<file path="src/rtl/byte_queue.sv">
`default_nettype none
// ============================================================================
//  Module   : byte_queue
//  Purpose  : Synchronous FIFO byte queue. Writes enter at the tail, reads
//             leave at the head. Push and pop strobes are independent, so
//             both ends can operate in the same cycle. Read data is
//             registered (1-clock latency) and flagged with dvalid.
//
//  Ports    : clk        rising-edge clock
//             rst        asynchronous active-high reset
//             push       write strobe, datain captured when accepted
//             datain     write data [DATA_W]
//             pop        read strobe
//             dataout    registered read data [DATA_W]
//             dvalid     one-cycle pulse, dataout updated by an accepted pop
//             full       count == DEPTH
//             empty      count == 0
//             count      entries held, 0..DEPTH [ADDR_W+1]
//             overflow   one-cycle pulse, push rejected
//             underflow  one-cycle pulse, pop rejected
//             almost_full / almost_empty  (only with QUEUE_ALMOST_FLAGS_EN)
//
//  Options  : `define QUEUE_ALMOST_FLAGS_EN adds parameter ALMOST_LVL and the
//             registered almost_full (count >= DEPTH-ALMOST_LVL) and
//             almost_empty (count <= ALMOST_LVL) outputs.
//
//  Revision : 1.0  initial release
// ============================================================================
module byte_queue #(
    parameter int DATA_W = 8,
    parameter int ADDR_W = 8
`ifdef QUEUE_ALMOST_FLAGS_EN
    ,
    parameter int ALMOST_LVL = 4
`endif
) (
    input  logic              clk,
    input  logic              rst,
    input  logic              push,
    input  logic [DATA_W-1:0] datain,
    input  logic              pop,
    output logic [DATA_W-1:0] dataout,
    output logic              dvalid,
    output logic              full,
    output logic              empty,
    output logic [ADDR_W:0]   count,
    output logic              overflow,
    output logic              underflow
`ifdef QUEUE_ALMOST_FLAGS_EN
    ,
    output logic              almost_full,
    output logic              almost_empty
`endif
);

    localparam int DEPTH = 2 ** ADDR_W;
    localparam logic [ADDR_W:0]   C_DEPTH_CNT = (ADDR_W + 1)'(DEPTH);
    localparam logic [ADDR_W:0]   C_CNT_ONE   = (ADDR_W + 1)'(1);
    localparam logic [ADDR_W-1:0] C_PTR_ONE   = ADDR_W'(1);

    // Storage is deliberately not reset.
    logic [DATA_W-1:0] mem [DEPTH];

    logic [ADDR_W-1:0] wr_ptr_q, wr_ptr_d;
    logic [ADDR_W-1:0] rd_ptr_q, rd_ptr_d;
    logic [ADDR_W:0]   count_q,  count_d;
    logic [DATA_W-1:0] dataout_q, dataout_d;
    logic              dvalid_q;
    logic              full_q, empty_q;
    logic              overflow_q, underflow_q;

    logic w_pop_acc;
    logic w_push_acc;

    // A pop is only ever refused when empty. A push into a full queue is
    // allowed when the same-cycle pop frees the head slot; in that case
    // wr_ptr == rd_ptr and the read below sees the old entry because the
    // memory write only lands at the clock edge.
    assign w_pop_acc  = pop && !empty_q;
    assign w_push_acc = push && (!full_q || w_pop_acc);

    always_comb begin
        wr_ptr_d  = wr_ptr_q;
        rd_ptr_d  = rd_ptr_q;
        count_d   = count_q;
        dataout_d = dataout_q;

        if (w_push_acc) begin
            wr_ptr_d = wr_ptr_q + C_PTR_ONE;
        end
        if (w_pop_acc) begin
            rd_ptr_d  = rd_ptr_q + C_PTR_ONE;
            dataout_d = mem[rd_ptr_q];
        end

        if (w_push_acc && !w_pop_acc) begin
            count_d = count_q + C_CNT_ONE;
        end else if (!w_push_acc && w_pop_acc) begin
            count_d = count_q - C_CNT_ONE;
        end
    end

    always_ff @(posedge clk) begin
        if (w_push_acc) begin
            mem[wr_ptr_q] <= datain;
        end
    end

    always_ff @(posedge clk or posedge rst) begin
        if (rst) begin
            wr_ptr_q    <= '0;
            rd_ptr_q    <= '0;
            count_q     <= '0;
            dataout_q   <= '0;
            dvalid_q    <= 1'b0;
            full_q      <= 1'b0;
            empty_q     <= 1'b1;
            overflow_q  <= 1'b0;
            underflow_q <= 1'b0;
        end else begin
            wr_ptr_q    <= wr_ptr_d;
            rd_ptr_q    <= rd_ptr_d;
            count_q     <= count_d;
            dataout_q   <= dataout_d;
            dvalid_q    <= w_pop_acc;
            // Flags come from the next count so they line up with count_q.
            full_q      <= (count_d == C_DEPTH_CNT);
            empty_q     <= (count_d == '0);
            overflow_q  <= push && !w_push_acc;
            underflow_q <= pop && !w_pop_acc;
        end
    end

`ifdef QUEUE_ALMOST_FLAGS_EN
    localparam logic [ADDR_W:0] C_AF_LVL = (ADDR_W + 1)'(DEPTH - ALMOST_LVL);
    localparam logic [ADDR_W:0] C_AE_LVL = (ADDR_W + 1)'(ALMOST_LVL);

    logic almost_full_q, almost_empty_q;

    always_ff @(posedge clk or posedge rst) begin
        if (rst) begin
            almost_full_q  <= 1'b0;
            almost_empty_q <= 1'b1;
        end else begin
            almost_full_q  <= (count_d >= C_AF_LVL);
            almost_empty_q <= (count_d <= C_AE_LVL);
        end
    end

    assign almost_full  = almost_full_q;
    assign almost_empty = almost_empty_q;
`endif

    assign dataout   = dataout_q;
    assign dvalid    = dvalid_q;
    assign full      = full_q;
    assign empty     = empty_q;
    assign count     = count_q;
    assign overflow  = overflow_q;
    assign underflow = underflow_q;

endmodule
`default_nettype wire
</file>
<file path="config.mk">
export PLATFORM = sky130hd
export DESIGN_NAME = byte_queue
export DESIGN_NICKNAME = d
export VERILOG_FILES = /design/src/rtl/byte_queue.sv
export SDC_FILE = /design/constraint.sdc
export NUM_CORES = 2
export LEC_CHECK = 0
export BUFFER_PORTS_ARGS = -buffer_cell sky130_fd_sc_hd__buf_2
export CAP_MARGIN = 20
export CORE_UTILIZATION = 50
export CTS_CLUSTER_SIZE = 10
export DETAILED_ROUTE_END_ITERATION = 12
export HOLD_SLACK_MARGIN = 0.12
export PLACE_DENSITY = 0.65
export SLEW_MARGIN = 40
export SYNTH_ARGS = -nofsm -noshare
export SYNTH_HDL_FRONTEND = slang
export SYNTH_SLANG_ARGS = --single-unit
</file>
<file path="constraint.sdc">
create_clock -name clk -period 3.3 [get_ports clk]
set_clock_uncertainty 0.1 [all_clocks]
set_input_delay 0.165 -clock clk [delete_from_list [all_inputs] [get_ports clk]]
set_output_delay 0.165 -clock clk [all_outputs]
set_load 0.02 [all_outputs]
</file>
# [After elaboration in Yosys (flattened, before gate mapping)]
# Memory sizes are Yosys's and may differ from the RTL's. A register that Yosys moved wholly into a read port is not among the register bits.
# Cells that the tools add are included.
[totals] register_bits=30 ramBits=2048 inputBits=12 out_inout_bits=22 elab_cells=30 memories=1
[classes] add_sub_neg=4 n_eq_ne=1 n_mux=4 reduce_logical=12
[memory_table] memory="mem" depth=256 width=8 read_ports=1 rd_clocked_by_memory_dff=1 wr=1 line_no="62" rtl="logic [DATA_W-1:0] mem [DEPTH];"
[ops] operator="2-to-1 mux 9 bit" count=2
[ops] operator="adder 8 x 1 -> 8 bit (second input constant)" count=2
[ops] operator="adder 9 x 1 -> 9 bit (second input constant)" count=1
[ops] operator="equality test 9 bit (second input constant)" count=1
[ops] operator="logical NOT 9 bit" count=1
[ops] operator="subtractor 9 x 1 -> 9 bit (second input constant)" count=1
[ops] operator="logical AND 1 bit" count=6
[ops] operator="logical NOT 1 bit" count=4
[ops] operator="2-to-1 mux 1 bit" count=2
[ops] operator="logical OR 1 bit" count=1

# [Longest topological paths before layout]
[logic_depth] word_depth=9 depth_mapped=12 depth_no_buf=8

# [Worst setup path after synthesis]
# Ideal clock, no wire load.
[synth_path] path_kind="register -> register" startpoint="reg rd_ptr_q[0]" endpoint="reg dataout_q[7] (netlist: dataout[7]) (read register of mem)" setup_ns=0.137 t_arrival_ns=2.422 required_time_ns=3.063 path_slack_ns=0.641 path_stages_with_launch=11 path_buffers=5 synth_period_minus_slack_ns=2.659 path_cell_list="dfrtp_1 buf_6 buf_12 buf_6 buf_6 buf_4 mux4_2 mux2i_1 o22ai_1 a2111oi_4 o32ai_1"
[synth_lines] item="from (decl)" line_no="65" rtl="logic [ADDR_W-1:0] rd_ptr_q, rd_ptr_d;"
[synth_lines] item="from (signal assigned)" line_no="122" rtl="rd_ptr_q <= rd_ptr_d;"
[synth_lines] item="to (decl)" line_no="67" rtl="logic [DATA_W-1:0] dataout_q, dataout_d;"

==> impl_summary.md <==
Outcome
The run finished, with violations left. The checks that failed: negative setup slack.

STA
Dividing the final minimum period by the clock period gives 1.010. The worst path in the final design needs a cycle of 3332 ps, including I/O delays and setup. The count of final max-slew check failures is 0.

The headroom to the max-slew limit is 0.4321. The maximum achievable frequency is 0.3001 GHz. In the post-route analysis, the smallest setup slack over all paths is -32.46 ps. Setup repair after global routing could not meet its margin everywhere. At the pin with the least slew margin, the transition time is 849.5 ps. The count of endpoints failing setup in the final report is 1. The number of hold violations in the final report came to 0.

Setup path
The worst path buffer plus inverter count is 4. The startpoint class of the critical path is a flip-flop. The slowest stage cell on the critical path is sky130_fd_sc_hd__mux4_2. The type of the setup path with the least slack is reg2reg. The top cell family by delay on the critical path is compound AO/OA/AOI/OAI gates. Traced cell by cell, the critical path runs through buf_12, buf_12, buf_4, mux4_2, mux2i_1, o221ai_1, o311ai_2, buf_4, o31ai_1. The largest fanout on the critical path is 8. The largest incremental delay on the critical path is 550 ps. The endpoint arrival time on the critical path is 3970 ps. The worst setup path is captured at a flip-flop. STA puts the critical path data required time at roughly 3900 ps.

Synthesis
The post-synthesis area per instance is about 22 sq um. The number of distinct standard cells referenced by the synthesized netlist is 67. In this run, synthesis inferred 2048 flip-flops with an integrated enable. The synthesized area is 0.08126 sq mm.

The largest total area in the synthesized netlist belongs to sky130_fd_sc_hd__edfxtp_1. The async set-reset flop share out of synthesis is 0.01822. Ranked by total cell area, the synthesized netlist is headed by sky130_fd_sc_hd__edfxtp_1 76%, sky130_fd_sc_hd__mux4_2 15%, sky130_fd_sc_hd__mux2i_1 1.9%.

Synthesis produced a netlist with a net count of 3741. Counting every instance in the synthesized netlist gives 3722. The flip-flop and latch count after synthesis is 2086. For this run, the leading register cell type out of synthesis is sky130_fd_sc_hd__edfxtp_1. The share of synthesized area in the top cell type comes to 0.7568. For this run, the number of Yosys warnings is 0. For this run, the register share of the synthesized area comes to 0.7685.

Global route
The pin count of the biggest net entering global routing is approximately 140. The total global routing track utilization is 0.2549. The initial antenna violation count was 3.

The remaining global-route overflow is 0. The wire length of the first global-routing pass is around 300000 um. The number of global-route vias before repair came to slightly above 40k.

CTS
The clock edge transition at the registers on the reported setup and hold paths is approximately 60 ps. No sink is reached through more buffers than the 3 on the longest clock path. CTS saw about 2.1k sinks. Clock latency on the worst-skew pair, taken at its later pin, is ~870 ps. The total clock buffers created by CTS is 228. The H-tree was split into 4 levels. TritonCTS built the clock tree. The cell sitting at the root of the clock tree is a sky130_fd_sc_hd__clkbuf_16.

Layout
Compared with the post-synthesis result, the final layout area differs by 16.46%. Fill cells in the final layout number 11.39k. Leaving out filler cells and counting taps, the final layout contains 6598. The finished cells cover 0.09463 sq mm.

Leaving out fill and tap cells, the most frequent cell in the layout is sky130_fd_sc_hd__edfxtp_1. The final net count is approximately 4.4k. In the final layout, the share of cells above drive strength 1 is 0.3239.

In the layout the commonest cells are 2048 x sky130_fd_sc_hd__edfxtp_1, 533 x sky130_fd_sc_hd__mux4_2, 502 x sky130_fd_sc_hd__buf_4, 298 x sky130_fd_sc_hd__nor2_1, 231 x sky130_fd_sc_hd__clkbuf_16.

Die
The initial utilization of the core area, before any placement, comes to 0.5049. The initialized floorplan defines 147 standard-cell rows. The core footprint is approximately 0.16 sq mm.

The die area is between 0.15 and 0.2 sq mm. The floorplan die height is 405.1 um. The horizontal die dimension is roughly 410 um. Pin placement for this block handled 34 I/O pins.

Drt
The detailed router placed 40.94k vias in this run. The DRC marker count from the first detailed-route iteration is 5107. After detailed routing, the total wire length is 206100 um. For this run, design rule violations remaining after detail routing come to 0. Using the TritonRoute via totals, the vias-per-cell ratio works out to 6.205. The average detailed-routed wire length per instance is 31.23 um. The remaining antenna violation count after routing is 0. The length of the first detailed-routing pass in iterations is 5.

Pwr
The clock network power share is 0.292. The total power after layout is 76.26 mW. Power spread over the standard cell area amounts to roughly 800 mW/mm^2. In this run the static leakage power is 30.73 nW. The internal power component is 52.60 mW. The analysis attributes to net switching a power of about 24 mW. The sequential share of power is 0.394. The switching part of the total is 0.3103.

The share of total power in combinational logic is 0.313. The highest ir drop seen on vdd is 757.9 uV.

Placement
The placer congestion estimate is 0.8999. Detailed placement finished with a half-perimeter wire length of 130200 um. Input and output buffers added on the ports amount to 33. The worst setup slack after placement is -256.5 ps. In this run the cell area measured after placement is slightly below 0.09 sq mm. Once placement completed, the tool counted placed cells totaling approximately 6.3k.

Flow run
Max-cap violations in this run came to 0.

Worst hold path
The min-delay analysis places its worst path in the category in2reg.
-- worst paths after layout --
kind                             start          end  slack (ps)  cells past startpoint
setup / recovery           rd_ptr_q[0]   dataout[4]         -30                      9
hold / removal                    push     count[1]         180                      5
setup reg to reg           rd_ptr_q[0]   dataout[4]         -30                      9
hold reg to reg               count[8]     count[8]         400                      1
max in group asynchronous          rst  rd_ptr_q[1]        2230                      4
min in group asynchronous          rst     overflow         410                      4
-- per-stage QoR --
step / setup TNS (ps) / utilization / hold slack [ps]
after CTS: 0 / 0.5867 / 121.4
after detailed placement: -568.5 / 0.5462 / 163.5
after global placement: -560.4 / 0.5459 / 305.0
final: -32.46 / 0.5880 / 175.1
after floorplan: 0 / - / 163.9
after global routing: -10.08 / 0.5880 / 154.1
-- per-layer routing --
metal  vias up  GRT usage  wire [um]
li1      16770          -          -
met1     21830     0.3576      81440
met2      1973     0.3973      98240
met3       371    0.05490      18920
met4         0    0.09184       7462
met5         -          0          0
-- state kept, by name, indices dropped and copies added (netlist names) --
register and count:
rd_ptr_q 8, dataout 8, wr_ptr_q 8, mem 2048
overflow 1, dvalid 1, full 1, empty 1
underflow 1, count 9
-- logic make-up after synthesis --
logic type                 count (synthesis)  synth area share
AOI/OAI and AO/OA                        220           0.01926
xor gates and xnor gates                  22          0.002371
adders and majority gates                  7          0.001078
buffers and inverters                    225           0.01686
DFF                                     2086            0.7685
muxes                                    695            0.1678
and+or+nand+nor                          467           0.02408
-- repair_timing --
| action | in CTS | in global routing |
|---|---|---|
| endpoints found under the hold margin | 1311 | 0 |
| hold buffers | 14 | 0 |
| resized for setup | 6 | 12 |
| cloned | 0 | 1 |
| buffers inserted | 2 | 7 |
| endpoints found under the setup margin | 5 | 5 |
| pin swaps | 0 | 2 |
-- power groups by stage --
stage / logic [mW] / registers (mW) / clock network, mW
after detailed placement: 23.5 / 30.6 / 0
after global routing: 24.8 / 30.1 / 23.6
after floorplan: 14.2 / 30.4 / 0
after CTS: 23.7 / 30.0 / 22.6
after global placement: 23.4 / 30.6 / 0
final: 23.9 / 30.1 / 22.3
-- worst register-to-register path, stage by stage (launching register included) --
cell and delay, ps:
sky130_fd_sc_hd__dfrtp_4 470, sky130_fd_sc_hd__buf_12 140, sky130_fd_sc_hd__buf_12 140, sky130_fd_sc_hd__buf_4 230, sky130_fd_sc_hd__mux4_2 550, sky130_fd_sc_hd__mux2i_1 340, sky130_fd_sc_hd__o221ai_1 400, sky130_fd_sc_hd__o311ai_2 550
sky130_fd_sc_hd__buf_4 220, sky130_fd_sc_hd__o31ai_1 60
-- Yosys cell counts, types with 5 or more instances --
cell / number
sky130_fd_sc_hd__clkbuf_1: 81
sky130_fd_sc_hd__mux2i_1: 155
sky130_fd_sc_hd__a22oi_1: 17
sky130_fd_sc_hd__o211ai_1: 6
sky130_fd_sc_hd__ha_1: 7
sky130_fd_sc_hd__a2111oi_0: 6
sky130_fd_sc_hd__mux2_2: 6
sky130_fd_sc_hd__a211oi_1: 8
sky130_fd_sc_hd__a21oi_1: 39
sky130_fd_sc_hd__o22ai_1: 31
sky130_fd_sc_hd__a221oi_1: 23
sky130_fd_sc_hd__inv_1: 10
sky130_fd_sc_hd__nor2_1: 298
sky130_fd_sc_hd__buf_6: 27
sky130_fd_sc_hd__o31ai_1: 5
sky130_fd_sc_hd__dfrtp_1: 37
sky130_fd_sc_hd__buf_4: 16
sky130_fd_sc_hd__nand3_1: 18
sky130_fd_sc_hd__buf_12: 6
sky130_fd_sc_hd__mux4_2: 533
sky130_fd_sc_hd__nand2_1: 79
sky130_fd_sc_hd__buf_2: 60
sky130_fd_sc_hd__o21ai_0: 30
sky130_fd_sc_hd__nor3_1: 15
sky130_fd_sc_hd__nor2b_1: 12
sky130_fd_sc_hd__buf_8: 8
sky130_fd_sc_hd__xor2_1: 6
sky130_fd_sc_hd__edfxtp_1: 2048
sky130_fd_sc_hd__and2_1: 10
sky130_fd_sc_hd__o221ai_1: 17
sky130_fd_sc_hd__buf_1: 14
sky130_fd_sc_hd__nor4_1: 5
sky130_fd_sc_hd__xnor2_1: 16
-- area by class of cell --
cell class / count / area (sq um) / area share
antenna: 4 / 10.01 / 0.0001058
timing repair buffer: 616 / 5543 / 0.05857
multi-input combinational: 1411 / 17550 / 0.1854
sequential: 2086 / 62470 / 0.6601
clock buffer: 290 / 5948 / 0.06285
clock inverter: 18 / 357.8 / 0.003781
tap: 2160 / 2703 / 0.02856
inverter: 13 / 56.30 / 0.0005950
(Power assumes the default switching activity.)
